$ cat src/rtl/clock_ctrl_pkg.sv
// Shared types and constants for the HH:MM:SS digit sequencer.
// CLOCK_12H_EN selects 12-hour limits (01..12) instead of 24-hour (00..23).
package clock_ctrl_pkg;

    typedef enum logic [1:0] {
        ST_RUN     = 2'd0,
        ST_SET_HR  = 2'd1,
        ST_SET_MIN = 2'd2,
        ST_CLEAR   = 2'd3
    } state_t;

    localparam logic [1:0] MODE_RUN     = 2'd0;
    localparam logic [1:0] MODE_SET_HR  = 2'd1;
    localparam logic [1:0] MODE_SET_MIN = 2'd2;
    localparam logic [1:0] MODE_CLEAR   = 2'd3;

    localparam int SEC_O = 0;
    localparam int SEC_T = 1;
    localparam int MIN_O = 2;
    localparam int MIN_T = 3;
    localparam int HR_O  = 4;
    localparam int HR_T  = 5;

    localparam logic [3:0] TENS_MAX = 4'd5;
    localparam logic [3:0] ONES_MAX = 4'd9;

`ifdef CLOCK_12H_EN
    localparam logic [3:0]  HR_LIM_T     = 4'd1;
    localparam logic [3:0]  HR_LIM_O     = 4'd2;
    localparam logic [3:0]  HR_WRAP_T    = 4'd0;
    localparam logic [3:0]  HR_WRAP_O    = 4'd1;
    localparam logic [23:0] CLEAR_DIGITS = 24'h120000;
`else
    localparam logic [3:0]  HR_LIM_T     = 4'd2;
    localparam logic [3:0]  HR_LIM_O     = 4'd3;
    localparam logic [3:0]  HR_WRAP_T    = 4'd0;
    localparam logic [3:0]  HR_WRAP_O    = 4'd0;
    localparam logic [23:0] CLEAR_DIGITS = 24'h000000;
`endif

    // True at or beyond the field's top value, so garbage digits also wrap.
    function automatic logic at_limit(input logic [3:0] t, input logic [3:0] o,
                                      input logic [3:0] lim_t, input logic [3:0] lim_o);
        return (t > lim_t) || ((t == lim_t) && (o >= lim_o));
    endfunction

    // Next two-digit value of a field for the set-mode increment.
    function automatic logic [7:0] field_next(input logic [3:0] t, input logic [3:0] o,
                                              input logic [3:0] lim_t, input logic [3:0] lim_o,
                                              input logic [3:0] wrap_t, input logic [3:0] wrap_o);
        if (at_limit(t, o, lim_t, lim_o))
            return {wrap_t, wrap_o};
        else if (o >= ONES_MAX)
            return {t + 4'd1, 4'd0};
        else
            return {t, o + 4'd1};
    endfunction

endpackage

$ cat src/rtl/clock_rollover.sv
// Combinational per-second carry logic: which digits count or get rewritten on a tick.
// CLOCK_12H_EN adds the AM/PM flip output and 12->01 hour wrap.
module clock_rollover
    import clock_ctrl_pkg::*;
(
    input  logic [23:0] digits,
    output logic [5:0]  ena,
    output logic [5:0]  wr,
    output logic [23:0] wdata
`ifdef CLOCK_12H_EN
    ,
    output logic        pm_flip
`endif
);

    logic [3:0] sec_o, sec_t, min_o, min_t, hr_o, hr_t;
    logic       sec_wrap, min_wrap, hr_wrap;

    assign sec_o = digits[SEC_O*4 +: 4];
    assign sec_t = digits[SEC_T*4 +: 4];
    assign min_o = digits[MIN_O*4 +: 4];
    assign min_t = digits[MIN_T*4 +: 4];
    assign hr_o  = digits[HR_O*4 +: 4];
    assign hr_t  = digits[HR_T*4 +: 4];

    // Carry out of a base-6 tens digit uses >= so out-of-range values roll too.
    assign sec_wrap = (sec_o == ONES_MAX) && (sec_t >= TENS_MAX);
    assign min_wrap = (min_o == ONES_MAX) && (min_t >= TENS_MAX);
    assign hr_wrap  = at_limit(hr_t, hr_o, HR_LIM_T, HR_LIM_O);

    always_comb begin
        ena   = '0;
        wr    = '0;
        wdata = '0;
        ena[SEC_O] = 1'b1;
        if (sec_o == ONES_MAX) begin
            ena[SEC_T] = 1'b1;
            wr[SEC_T]  = (sec_t >= TENS_MAX);
        end
        if (sec_wrap) begin
            ena[MIN_O] = 1'b1;
            if (min_o == ONES_MAX) begin
                ena[MIN_T] = 1'b1;
                wr[MIN_T]  = (min_t >= TENS_MAX);
            end
        end
        if (sec_wrap && min_wrap) begin
            ena[HR_O] = 1'b1;
            if (hr_wrap) begin
                ena[HR_T]            = 1'b1;
                wr[HR_T]             = 1'b1;
                wr[HR_O]             = 1'b1;
                wdata[HR_T*4 +: 4]   = HR_WRAP_T;
                wdata[HR_O*4 +: 4]   = HR_WRAP_O;
            end else if (hr_o == ONES_MAX) begin
                ena[HR_T] = 1'b1;
            end
        end
    end

`ifdef CLOCK_12H_EN
    assign pm_flip = sec_wrap && min_wrap && (hr_t == 4'd1) && (hr_o == 4'd1);
`endif

endmodule

$ cat src/rtl/clock_time_controller.sv
// Mode FSM and registered digit enable/write outputs for the HH:MM:SS counter bank.
// CLOCK_12H_EN: 12-hour mode with o_pm output; default build is 24-hour.
module clock_time_controller
    import clock_ctrl_pkg::*;
(
    input  logic        i_clk,
    input  logic        i_reset,
    input  logic        i_tick,
    input  logic        i_mode,
    input  logic        i_inc,
    input  logic [23:0] i_digits,
    output logic [5:0]  o_ena,
    output logic [5:0]  o_wr,
    output logic [23:0] o_wdata,
    output logic [1:0]  o_mode
`ifdef CLOCK_12H_EN
    ,
    output logic        o_pm
`endif
);

    state_t      state, next_state;
    logic        busy, inc_take;
    logic [5:0]  ena_d, wr_d, roll_ena, roll_wr;
    logic [23:0] wdata_d, roll_wdata;
    logic [1:0]  mode_d;
    logic [7:0]  hr_next, min_next;
`ifdef CLOCK_12H_EN
    logic        pm_flip, pm_d;
`endif

    clock_rollover u_rollover (
        .digits (i_digits),
        .ena    (roll_ena),
        .wr     (roll_wr),
        .wdata  (roll_wdata)
`ifdef CLOCK_12H_EN
        ,
        .pm_flip(pm_flip)
`endif
    );

    assign hr_next  = field_next(i_digits[HR_T*4 +: 4], i_digits[HR_O*4 +: 4],
                                 HR_LIM_T, HR_LIM_O, HR_WRAP_T, HR_WRAP_O);
    assign min_next = field_next(i_digits[MIN_T*4 +: 4], i_digits[MIN_O*4 +: 4],
                                 TENS_MAX, ONES_MAX, 4'd0, 4'd0);

    always_comb begin
        next_state = state;
        ena_d      = '0;
        wr_d       = '0;
        wdata_d    = '0;
        inc_take   = 1'b0;
`ifdef CLOCK_12H_EN
        pm_d       = o_pm;
`endif
        case (state)
            ST_CLEAR: begin
                ena_d      = 6'h3F;
                wr_d       = 6'h3F;
                wdata_d    = CLEAR_DIGITS;
                next_state = ST_RUN;
`ifdef CLOCK_12H_EN
                pm_d       = 1'b0;
`endif
            end
            ST_RUN: begin
                if (i_tick) begin
                    ena_d   = roll_ena;
                    wr_d    = roll_wr;
                    wdata_d = roll_wdata;
`ifdef CLOCK_12H_EN
                    pm_d    = o_pm ^ pm_flip;
`endif
                end
                if (i_mode)
                    next_state = ST_SET_HR;
            end
            ST_SET_HR: begin
                if (i_mode) begin
                    next_state = ST_SET_MIN;
                end else if (i_inc && !busy) begin
                    inc_take            = 1'b1;
                    ena_d[HR_T:HR_O]    = 2'b11;
                    wr_d[HR_T:HR_O]     = 2'b11;
                    wdata_d[23:16]      = hr_next;
                end
            end
            ST_SET_MIN: begin
                if (i_mode) begin
                    // Leaving set mode restarts the minute from :00.
                    next_state           = ST_RUN;
                    ena_d[SEC_T:SEC_O]   = 2'b11;
                    wr_d[SEC_T:SEC_O]    = 2'b11;
                end else if (i_inc && !busy) begin
                    inc_take             = 1'b1;
                    ena_d[MIN_T:MIN_O]   = 2'b11;
                    wr_d[MIN_T:MIN_O]    = 2'b11;
                    wdata_d[15:8]        = min_next;
                end
            end
            default: next_state = ST_CLEAR;
        endcase
        // The clear pulse still reports CLEAR; otherwise show the mode being entered.
        mode_d = (state == ST_CLEAR) ? MODE_CLEAR : 2'(next_state);
    end

    always_ff @(posedge i_clk) begin
        if (i_reset) begin
            state   <= ST_CLEAR;
            busy    <= 1'b0;
            o_ena   <= '0;
            o_wr    <= '0;
            o_wdata <= '0;
            o_mode  <= MODE_CLEAR;
`ifdef CLOCK_12H_EN
            o_pm    <= 1'b0;
`endif
        end else begin
            state   <= next_state;
            busy    <= inc_take;
            o_ena   <= ena_d;
            o_wr    <= wr_d;
            o_wdata <= wdata_d;
            o_mode  <= mode_d;
`ifdef CLOCK_12H_EN
            o_pm    <= pm_d;
`endif
        end
    end

endmodule

$ cat config.mk
export PLATFORM = sky130hd
export DESIGN_NAME = clock_time_controller
export DESIGN_NICKNAME = d
export VERILOG_FILES = /design/src/rtl/clock_ctrl_pkg.sv /design/src/rtl/clock_rollover.sv /design/src/rtl/clock_time_controller.sv
export SDC_FILE = /design/constraint.sdc
export NUM_CORES = 1
export LEC_CHECK = 0
export ABC_CLOCK_PERIOD_IN_PS = 4300
export CORE_ASPECT_RATIO = 1.1
export CORE_MARGIN = 3
export CORE_UTILIZATION = 44
export DETAILED_ROUTE_END_ITERATION = 16
export PLACE_DENSITY = 0.84
export SETUP_SLACK_MARGIN = 0.5
export SLEW_MARGIN = 20
export SYNTH_ARGS = -nofsm -noshare
export SYNTH_HDL_FRONTEND = slang
export SYNTH_SLANG_ARGS = --single-unit
$ cat constraint.sdc
create_clock -name i_clk -period 4.3 [get_ports i_clk]
set_clock_uncertainty 0.05 [all_clocks]
set_input_delay 0.43 -clock i_clk [delete_from_list [all_inputs] [get_ports i_clk]]
set_output_delay 0.43 -clock i_clk [all_outputs]
set_load 0.005 [all_outputs]
### Yosys cells after proc, flatten, opt, wreduce, memory -nomap -nowiden

Index checks and enable logic that the tools add are counted.
Widths: inputs -> output; s select.

| word-level totals | value |
|---|---|
| bits in registers | 41 |

| cells by class | value |
|---|---|
| magnitude comparators | 7 |
| equality and inequality tests | 8 |
| reductions and logical operators | 17 |
| add/sub/neg operators | 4 |
| bitwise logic cells | 4 |
| multiplexer cells | 27 |

Operator list:

| kind | number |
|---|---|
| $pmux 4 s3 | 2 |
| $mux 2 | 10 |
| $add 4x1->4 const B | 4 |
| $mux 8 | 2 |
| $eq 4x4->1 const B | 3 |
| $mux 6 | 2 |
| $pmux 2 s3 | 2 |
| $reduce_or 6->1 | 2 |
| $reduce_or 5->1 | 2 |
| $ge 4x3->1 const B | 2 |
| $ge 4x4->1 const B | 2 |
| $mux 1 | 8 |
| $pmux 2 s4 | 1 |
| $logic_and 1x1->1 | 6 |
| $eq 2x2->1 const B | 2 |
| $eq 4x2->1 const B | 1 |
| $eq 4x3->1 const B | 1 |
| $ge 4x2->1 const B | 1 |
| $gt 4x2->1 const B | 1 |
| $gt 4x3->1 const B | 1 |
| $not 1->1 | 4 |
| $reduce_or 2->1 | 2 |
| $reduce_or 3->1 | 1 |
| $eq 2x1->1 const B | 1 |
| other kinds (3) | 4 |

### Depth between registers and ports, before layout

Gate-level depths: netlist of run 1.

| depth | value |
|---|---|
| depth after elaboration | 7 |
| depth in mapped cells | 6 |

### Hierarchy

From an unflattened synthesis of run 1, not the netlist that was laid out.

| unflattened totals | value |
|---|---|
| cell total of the unflattened synthesis | 236 |
| area total of the unflattened synthesis | 2232.1 um^2 |

Modules (own cells, without submodules):

| module | times used | area an instance (um^2) | cells each |
|---|---|---|---|
| clock_time_controller | 1 | 1880.6 | 189 |
| clock_rollover | 1 | 351.6 | 47 |

### Least setup slack after synthesis of run 1

OpenSTA, ideal clock, no wires.

| path | value |
|---|---|
| path type | reg-to-reg |
| from | reg state[0] |
| to | reg o_ena[5] |
| stages on the path, launching flop included | 7 |
| buffers on the path | 0 |
| data arrival time | 1675 ps |
| slack | 2497 ps |
| library setup time | 78 ps |
| cells stage by stage | dfxtp_1 inv_1 ha_1 nand2_1 or3_4 or4b_4 a32oi_1 |

| between the ends | value |
|---|---|
| longest elaborated chain between the ends | 2 |
| elaborated cells between the ends (all ways) | 4 |

RTL lines:

| what | RTL line | RTL |
|---|---|---|
| start, declared | clock_time_controller.sv:22 | `state_t state, next_state;` |
| start signal, assigned | clock_time_controller.sv:120 | `state <= next_state;` |
| $eq 2x1->1 (tied with other cells) | clock_time_controller.sv:57 | `case (state)` |
| $pmux 2 s3 (*) | clock_time_controller.sv:57 |  |
| end signal, assigned | clock_time_controller.sv:122 | `o_ena <= ena_d;` |
| end, declared | clock_time_controller.sv:12 | `output logic [5:0] o_ena,` |

Mark *: on every way between the ends. The rest lies on a longest branch, timed or not.
A chain may end at the register's enable or synchronous reset.

### Worst setup path in the final report of run 1

| path | value |
|---|---|
| from | in i_digits[9] |
| to | reg o_wdata[13] |

| between the ends | value |
|---|---|
| longest elaborated chain between the ends | 4 |
| elaborated cells between the ends (all ways) | 5 |

RTL lines:

| what | RTL line | RTL |
|---|---|---|
| start, declared | clock_time_controller.sv:11 | `input logic [23:0] i_digits,` |
| $ge 4x4->1 (*) | clock_ctrl_pkg.sv:44, clock_ctrl_pkg.sv:53 |  |
| $logic_and 1x1->1 | clock_ctrl_pkg.sv:44 | `return (t > lim_t) \|\| ((t == lim_t) && (o >= lim_o));` |
| $logic_or 1x1->1 | clock_ctrl_pkg.sv:44 |  |
| $reduce_or 5->1 (no source line) | - |  |
| end signal, assigned | clock_time_controller.sv:124 | `o_wdata <= wdata_d;` |
| end, declared | clock_time_controller.sv:14 | `output logic [23:0] o_wdata,` |

Marks and branches as above.

==> results.sh, run 1 <==
export IMPL_core_area_um2=3150
export IMPL_yosys_area_top_type="dfxtp_1"
export IMPL_numCtsBuffers=5
export IMPL_overflow=0
export IMPL_areaGrowthSynthToFinish_pct=43.1
export IMPL_dr_pass1_iters=4
export IMPL_p_leak_nw=0.936
export IMPL_grt_pass1_wl_um=4690
export IMPL_tritoncts="yes"
export IMPL_required_ns=4.51
export IMPL_vias=1238
export IMPL_tightest_slew_ns=0.637
export IMPL_portBuffers=58
export IMPL_postSynthAreaPerCell_um2=9.41
export IMPL_fin_hold_ws_ns=0.568
export IMPL_synth_top_area_share_pct=42.6
export IMPL_place_congestion=0.854
export IMPL_synth_seq_cells=32
export IMPL_start_util_pct=47.7
export IMPL_drv_slew=0
export IMPL_ys_seq_area_share_pct=42.6
export IMPL_io_pins=67
export IMPL_hold_viol=0
export IMPL_fin_crit_sh_pct=46.3
export IMPL_drive_gt1_share_pct=5.83
export IMPL_cts_sinks=32
export IMPL_path_class="input port to register"
export IMPL_start_kind="input port"
export IMPL_post_drt_wl_per_cell_um=11.5
export IMPL_synth_area_leaders="dfxtp_1 43%, ha_1 12%, buf_4 4.5%"
export IMPL_antenna_cells=0
export IMPL_min_period_ns=1.99
export IMPL_grt_use_total_pct=15.4
export IMPL_endpoint_kind="register"
export IMPL_cts_htree_levels=2
export IMPL_placedCellCount=249
export IMPL_peakVddDrop_mv=0.182
export IMPL_setup_violations=0
export IMPL_drc=0
export IMPL_post_cts_buffers=0
export IMPL_drt_iter0_drc=12
export IMPL_via_per_inst=4.82
export IMPL_design_area_um2=2150
export IMPL_maxCapViolCount=0
export IMPL_rows=21
export IMPL_worstHoldPathType="register to register"
export IMPL_grt_max_degree=12
export IMPL_post_dp_cell_area_um2=2070
export IMPL_slew_headroom_pct=57.4
export IMPL_fp_dieArea_um2=4160
export IMPL_cts_buffer_depth=2
export IMPL_reg2regPathDepth=6
export IMPL_syn_area_um2=1510
export IMPL_ant_nets=0
export IMPL_final_setup_tns_ns=0
export IMPL_cts_resized_gates=0
export IMPL_clkTransAtPathRegs_ns=0.10
export IMPL_min_path_cells=1
export IMPL_stdcell_count=257
export IMPL_dpl_hpwl_um=2390
export IMPL_synthCells=160
export IMPL_drt_wl_total_um=2950
export IMPL_clock_latency_ns=0.33
export IMPL_ys_warnings_count=0
export IMPL_power_density_nw_per_um2=297
export IMPL_finalNetCount=266
export IMPL_outcome="finished, final reports clean"
export IMPL_cp_arrival_ns=2.20
export IMPL_rsz0062_at_grt="false"
export IMPL_synth_cell_types=40
export IMPL_chipWidth_um=61.8
export IMPL_fmax_mhz=502
export IMPL_grt_pass1_vias=1127
export IMPL_ctsRootBufferMaster="clkbuf_4"
export IMPL_die_h_um=67.3
export IMPL_hold_buffers=0
export IMPL_crit_fanout=5
export IMPL_antenna_found_initial=0
-- registers in the layout, summed over array words and instances, names as in the netlist --
signal / count
o_mode: 2
o_wr: 5
o_ena: 6
state: 2
busy: 1
o_wdata: 16
-- final timing paths --
kind                       startpoint                     end  slack, ns
hold / removal    state[0]$_SDFF_PP1_     o_ena[1]$_SDFF_PP0_       0.57
setup reg to reg  state[0]$_SDFF_PP1_     o_ena[5]$_SDFF_PP0_       2.31
setup / recovery          i_digits[9]  o_wdata[13]$_SDFF_PP0_       2.31
hold reg to reg   state[0]$_SDFF_PP1_     o_ena[1]$_SDFF_PP0_       0.57
-- through the flow --
step | utilization, % | power [mW] | setup WS (ns)
3_5_place_dp | 65.8 | 0.424 | 1.98
2_1_floorplan | - | 0.372 | 2.50
3_3_place_gp | 65.8 | 0.423 | 1.96
4_1_cts | 68.3 | 0.644 | 2.30
6_report | 68.3 | 0.639 | 2.31
5_1_grt | 68.3 | 0.669 | 2.21
-- critical path, cell delays in order --
cell,delay [ns]
clkdlybuf4s50_1,0.51
inv_1,0.07
ha_1,0.19
or3b_2,0.50
a21oi_1,0.19
o211ai_1,0.16
a21oi_1,0.16
-- routing by layer --
layer  global-route usage (%)  vias up  share of wire, %
met5                        0        -                 0
met1                     17.0      554                41
met2                     26.0       39                50
met4                     8.75        0               3.0
met3                     4.02        7               5.6
li1                         -      638                 -
-- logic make-up (layout without fill, tap and decap cells) --
logic type | after synthesis | in the layout | synth area share, %
adder cells (fa/ha/maj) | 15 | 15 | 12.5
flip-flops | 32 | 32 | 42.6
AND/OR/NAND/NOR | 54 | 54 | 19.5
XOR/XNOR | 8 | 8 | 4.65
multiplexers | 3 | 3 | 2.00
other | 1 | 9 | 0.249
AO/OA/AOI/OAI | 21 | 21 | 9.23
buffers and inverters | 26 | 81 | 9.31
-- report_power, final --
part           internal, mW  switching, mW  total, mW  leakage (nW)
sequential            0.308        0.00533      0.313         0.262
clock                 0.121          0.101      0.222        0.0412
combinational        0.0614         0.0433      0.105         0.633
total                 0.490          0.149      0.639         0.936
-- synth_stat cells (all sizes together) --
| library cell | number |
|---|---|
| nand3 | 5 |
| nand3b | 3 |
| nor2b | 1 |
| a211oi | 1 |
| xnor2 | 4 |
| clkbuf | 1 |
| o21ai | 3 |
| nand2b | 1 |
| or3 | 3 |
| a31oi | 2 |
| nor2 | 14 |
| buf | 10 |
| and2 | 1 |
| conb | 1 |
| inv | 15 |
| o21a | 1 |
| or2 | 2 |
| a21boi | 1 |
| dfxtp | 32 |
| a32oi | 1 |
| a21oi | 4 |
| or3b | 1 |
| a21o | 2 |
| xor2 | 4 |
| and3 | 2 |
| or4b | 1 |
| o21bai | 2 |
| nand2 | 10 |
| o211ai | 1 |
| nor3b | 2 |
| nand4 | 2 |
| mux2i | 3 |
| and2b | 1 |
| o31ai | 3 |
| ha | 15 |
| nor3 | 4 |
| nand4bb | 1 |
-- cell usage in the layout (no fill, tap or decap), types with 2 or more instances in the layout --
| cell | count |
|---|---|
| mux2i_1 | 3 |
| o21ai_0 | 2 |
| nor2_1 | 14 |
| inv_1 | 15 |
| a31oi_1 | 2 |
| or3_1 | 2 |
| xnor2_1 | 4 |
| nand3b_1 | 3 |
| nor3_1 | 4 |
| conb_1 | 9 |
| or2_2 | 2 |
| a21oi_1 | 4 |
| nand4_1 | 2 |
| nand3_1 | 5 |
| dfxtp_1 | 32 |
| o21bai_1 | 2 |
| nand2_1 | 10 |
| and3_1 | 2 |
| clkbuf_4 | 5 |
| xor2_1 | 4 |
| ha_1 | 15 |
| nor3b_1 | 2 |
| a21o_1 | 2 |
| o31ai_1 | 3 |
| clkdlybuf4s50_1 | 58 |
-- layout make-up --
cell class	count	area (um^2)
Clock buffer	5	37.5
Inverter	15	56.3
Fill cell	251	998
Multi-Input combinational cell	110	754
Sequential cell	32	641
Tap cell	34	42.5
Clock inverter	3	42.5
Timing Repair Buffer	58	581
(Power assumes the default switching activity.)
==> inputs of run 2 (changes only) <==
--- a/config.mk
+++ b/config.mk
@@ -5,12 +5,12 @@
 export SDC_FILE = /design/constraint.sdc
 export NUM_CORES = 1
 export LEC_CHECK = 0
-export ABC_CLOCK_PERIOD_IN_PS = 4300
+export ABC_CLOCK_PERIOD_IN_PS = 1830
 export CORE_ASPECT_RATIO = 1.1
 export CORE_MARGIN = 3
-export CORE_UTILIZATION = 44
+export CORE_UTILIZATION = 37
 export DETAILED_ROUTE_END_ITERATION = 16
-export PLACE_DENSITY = 0.84
+export PLACE_DENSITY = 0.75
 export SETUP_SLACK_MARGIN = 0.5
 export SLEW_MARGIN = 20
 export SYNTH_ARGS = -nofsm -noshare
==> constraint.sdc (replaced) <==
create_clock -name i_clk -period 1.83 [get_ports i_clk]
set_clock_uncertainty 0.05 [all_clocks]
set_input_delay 0.183 -clock i_clk [delete_from_list [all_inputs] [get_ports i_clk]]
set_output_delay 0.183 -clock i_clk [all_outputs]
set_load 0.005 [all_outputs]
==> run 2 against run 1 <==
Net effect: first-iteration DRC count increased to 4.7 times the previous value; clock-buffer cell count increased by 2; via count increased by 13%; total power increased to 2.6 times the previous value; routed wire length increased by 29%; utilization increased by 2.7 points; combinational power increased to 3.2 times the previous value; final cell count increased by 19%; hold slack got worse by 0.41 ns; design area increased by 24%; sequential power increased by 130%.
==> results.sh, run 2 (synthesis results as in run 1) <==
export IMPL_tritoncts="yes"
export IMPL_largest_reg_flops=16
export IMPL_grt_pass1_vias=1375
export IMPL_clkTransAtPathRegs_ns=0.06
export IMPL_multi_input_area_um2=916
export IMPL_grt_pass1_wl_um=5710
export IMPL_fin_crit_sh_pct=98.5
export IMPL_die_h_um=72.9
export IMPL_core_area_um2=3770
export IMPL_antenna_found_initial=0
export IMPL_min_period_ns=1.80
export IMPL_peakVddDrop_mv=0.276
export IMPL_clock_latency_ns=0.28
export IMPL_rows=23
export IMPL_final_common_cell="buf_4"
export IMPL_cts_htree_levels=2
export IMPL_start_kind="register"
export IMPL_top_register="o_wdata"
export IMPL_place_congestion=0.865
export IMPL_regArea_um2=647
export IMPL_crit_fanout=3
export IMPL_p_leak_nw=1.57
export IMPL_critPathBufInv=1
export IMPL_finalNetCount=301
export IMPL_reg_largest_list="o_wdata x16, o_ena x6, o_wr x5"
export IMPL_worstHoldPathType="input port to register"
export IMPL_ant_nets=0
export IMPL_hold_viol=0
export IMPL_required_ns=1.98
export IMPL_dpl_hpwl_um=2750
export IMPL_start_util_pct=39.9
export IMPL_hold_buffers=0
export IMPL_cp_cell_sequence="inv_2 -> ha_4 -> nand2_2 -> or3_4 -> or4b_4 -> a32oi_1"
export IMPL_rsz0062_at_grt="true"
export IMPL_grt_max_degree=10
export IMPL_drt_iter0_drc=56
export IMPL_setup_violations=0
export IMPL_fill_cells=273
export IMPL_io_pins=67
export IMPL_drt_wl_total_um=3790
export IMPL_path_class="register to register"
export IMPL_outcome="finished, final reports clean"
export IMPL_setup_slack_ns=0.0279
export IMPL_dp_slack_ns=-0.127
export IMPL_final_cell_mix="31 x buf_4, 29 x dfxtp_1, 27 x dlymetal6s2s_1"
export IMPL_grt_use_total_pct=15.6
export IMPL_overflow=0
export IMPL_crit_slowest_cell="or4b_4"
export IMPL_fmax_mhz=555
export IMPL_antenna_cells=0
export IMPL_portBuffers=58
export IMPL_drc=0
export IMPL_drv_slew=0
export IMPL_chipWidth_um=66.8
export IMPL_fp_dieArea_um2=4870
export IMPL_drive_gt1_share_pct=32.7
export IMPL_ctsRootBufferMaster="clkbuf_8"
export IMPL_power_mw=1.64
export IMPL_cp_arrival_ns=1.95
export IMPL_stdcell_count=307
export IMPL_cts_buffer_depth=2
export IMPL_areaGrowthSynthToFinish_pct=77.9
export IMPL_power_density_nw_per_um2=612
export IMPL_post_drt_wl_per_cell_um=12.3
export IMPL_critical_path_top_delay_family="simple AND/OR/NAND/NOR gates"
export IMPL_cts_sinks=32
export IMPL_placedCellCount=291
export IMPL_vias=1398
export IMPL_cpPeakStageDelay_ns=0.55
export IMPL_dr_pass1_iters=4
export IMPL_endpoint_kind="register"
export IMPL_via_per_inst=4.55
export IMPL_maxCapViolCount=0
export IMPL_numCtsBuffers=5
-- run 2: cell types whose count changed in the layout (fill, tap and decap cells not counted), sizes merged --
cell and change:
bufinv -1, clkdlybuf4s50 -44, dlygate4sd2 +15, buf +36, dlymetal6s2s +27, clkinv -1
clkbuf +3, clkinvlp -1
-- run 2: final cells by class --
| cell class | count | share of cell area, % |
|---|---|---|
| Inverter | 15 | 2.20 |
| Timing Repair Buffer | 93 | 33.5 |
| Tap cell | 50 | 2.34 |
| Sequential cell | 32 | 24.2 |
| Multi-Input combinational cell | 110 | 34.2 |
| Clock buffer | 7 | 3.60 |
-- run 2: path summary, 6_finish.rpt --
check | slack [ns] | to | depth (start not counted) | from
min reg2reg | 0.59 | busy$_SDFF_PP0_ | 3 | state[0]$_SDFF_PP1_
min | 0.16 | o_wdata[8]$_SDFF_PP0_ | 3 | i_digits[8]
max reg2reg | 0.03 | o_ena[5]$_SDFF_PP0_ | 6 | state[1]$_SDFF_PP1_
max | 0.03 | o_ena[5]$_SDFF_PP0_ | 6 | state[1]$_SDFF_PP1_
-- run 2: layer usage --
layer  track usage [%]  wire [um]
met1              16.3       1470
met2              28.4       1990
met3              5.08        229
met4              5.87         96
met5                 0          0
-- run 2: per-stage QoR --
stage,utilization (%),area [um^2],TNS (ns),hold slack [ns]
global placement,61.4,2310,-0.522,0.546
detailed placement,61.4,2310,-0.762,0.534
finish,71.0,2680,0,0.160
floorplan,-,1560,0,0.205
CTS,67.0,2530,0,0.283
global route,71.0,2680,-0.00996,0.174
-- run 2: what timing repair did --
| item | in CTS | in global routing |
|---|---|---|
| setup endpoints to repair | 36 | 51 |
| buffers inserted | 6 | 3 |
| resized for setup | 41 | 47 |
| pin swaps | 14 | 11 |
-- run 2: tightest hold or removal path, delay by kind of cell --
family        cells  cell delay (ns)
buf+inv           2             0.23
simple gates      1             0.04
-- run 2: power by group --
part | switching (mW) | internal (mW) | total (mW)
logic | 0.147 | 0.193 | 0.339
registers | 0.00828 | 0.724 | 0.732
clock network | 0.232 | 0.334 | 0.566
==> inputs of run 3 (changes only) <==
--- a/config.mk
+++ b/config.mk
@@ -12,6 +12,7 @@
 export DETAILED_ROUTE_END_ITERATION = 16
 export PLACE_DENSITY = 0.75
 export SETUP_SLACK_MARGIN = 0.5
+export SKIP_LAST_GASP = 1
 export SLEW_MARGIN = 20
 export SYNTH_ARGS = -nofsm -noshare
 export SYNTH_HDL_FRONTEND = slang
==> results of run 3 <==
The final DEF is identical to that of run 2; final timing and power are the same.
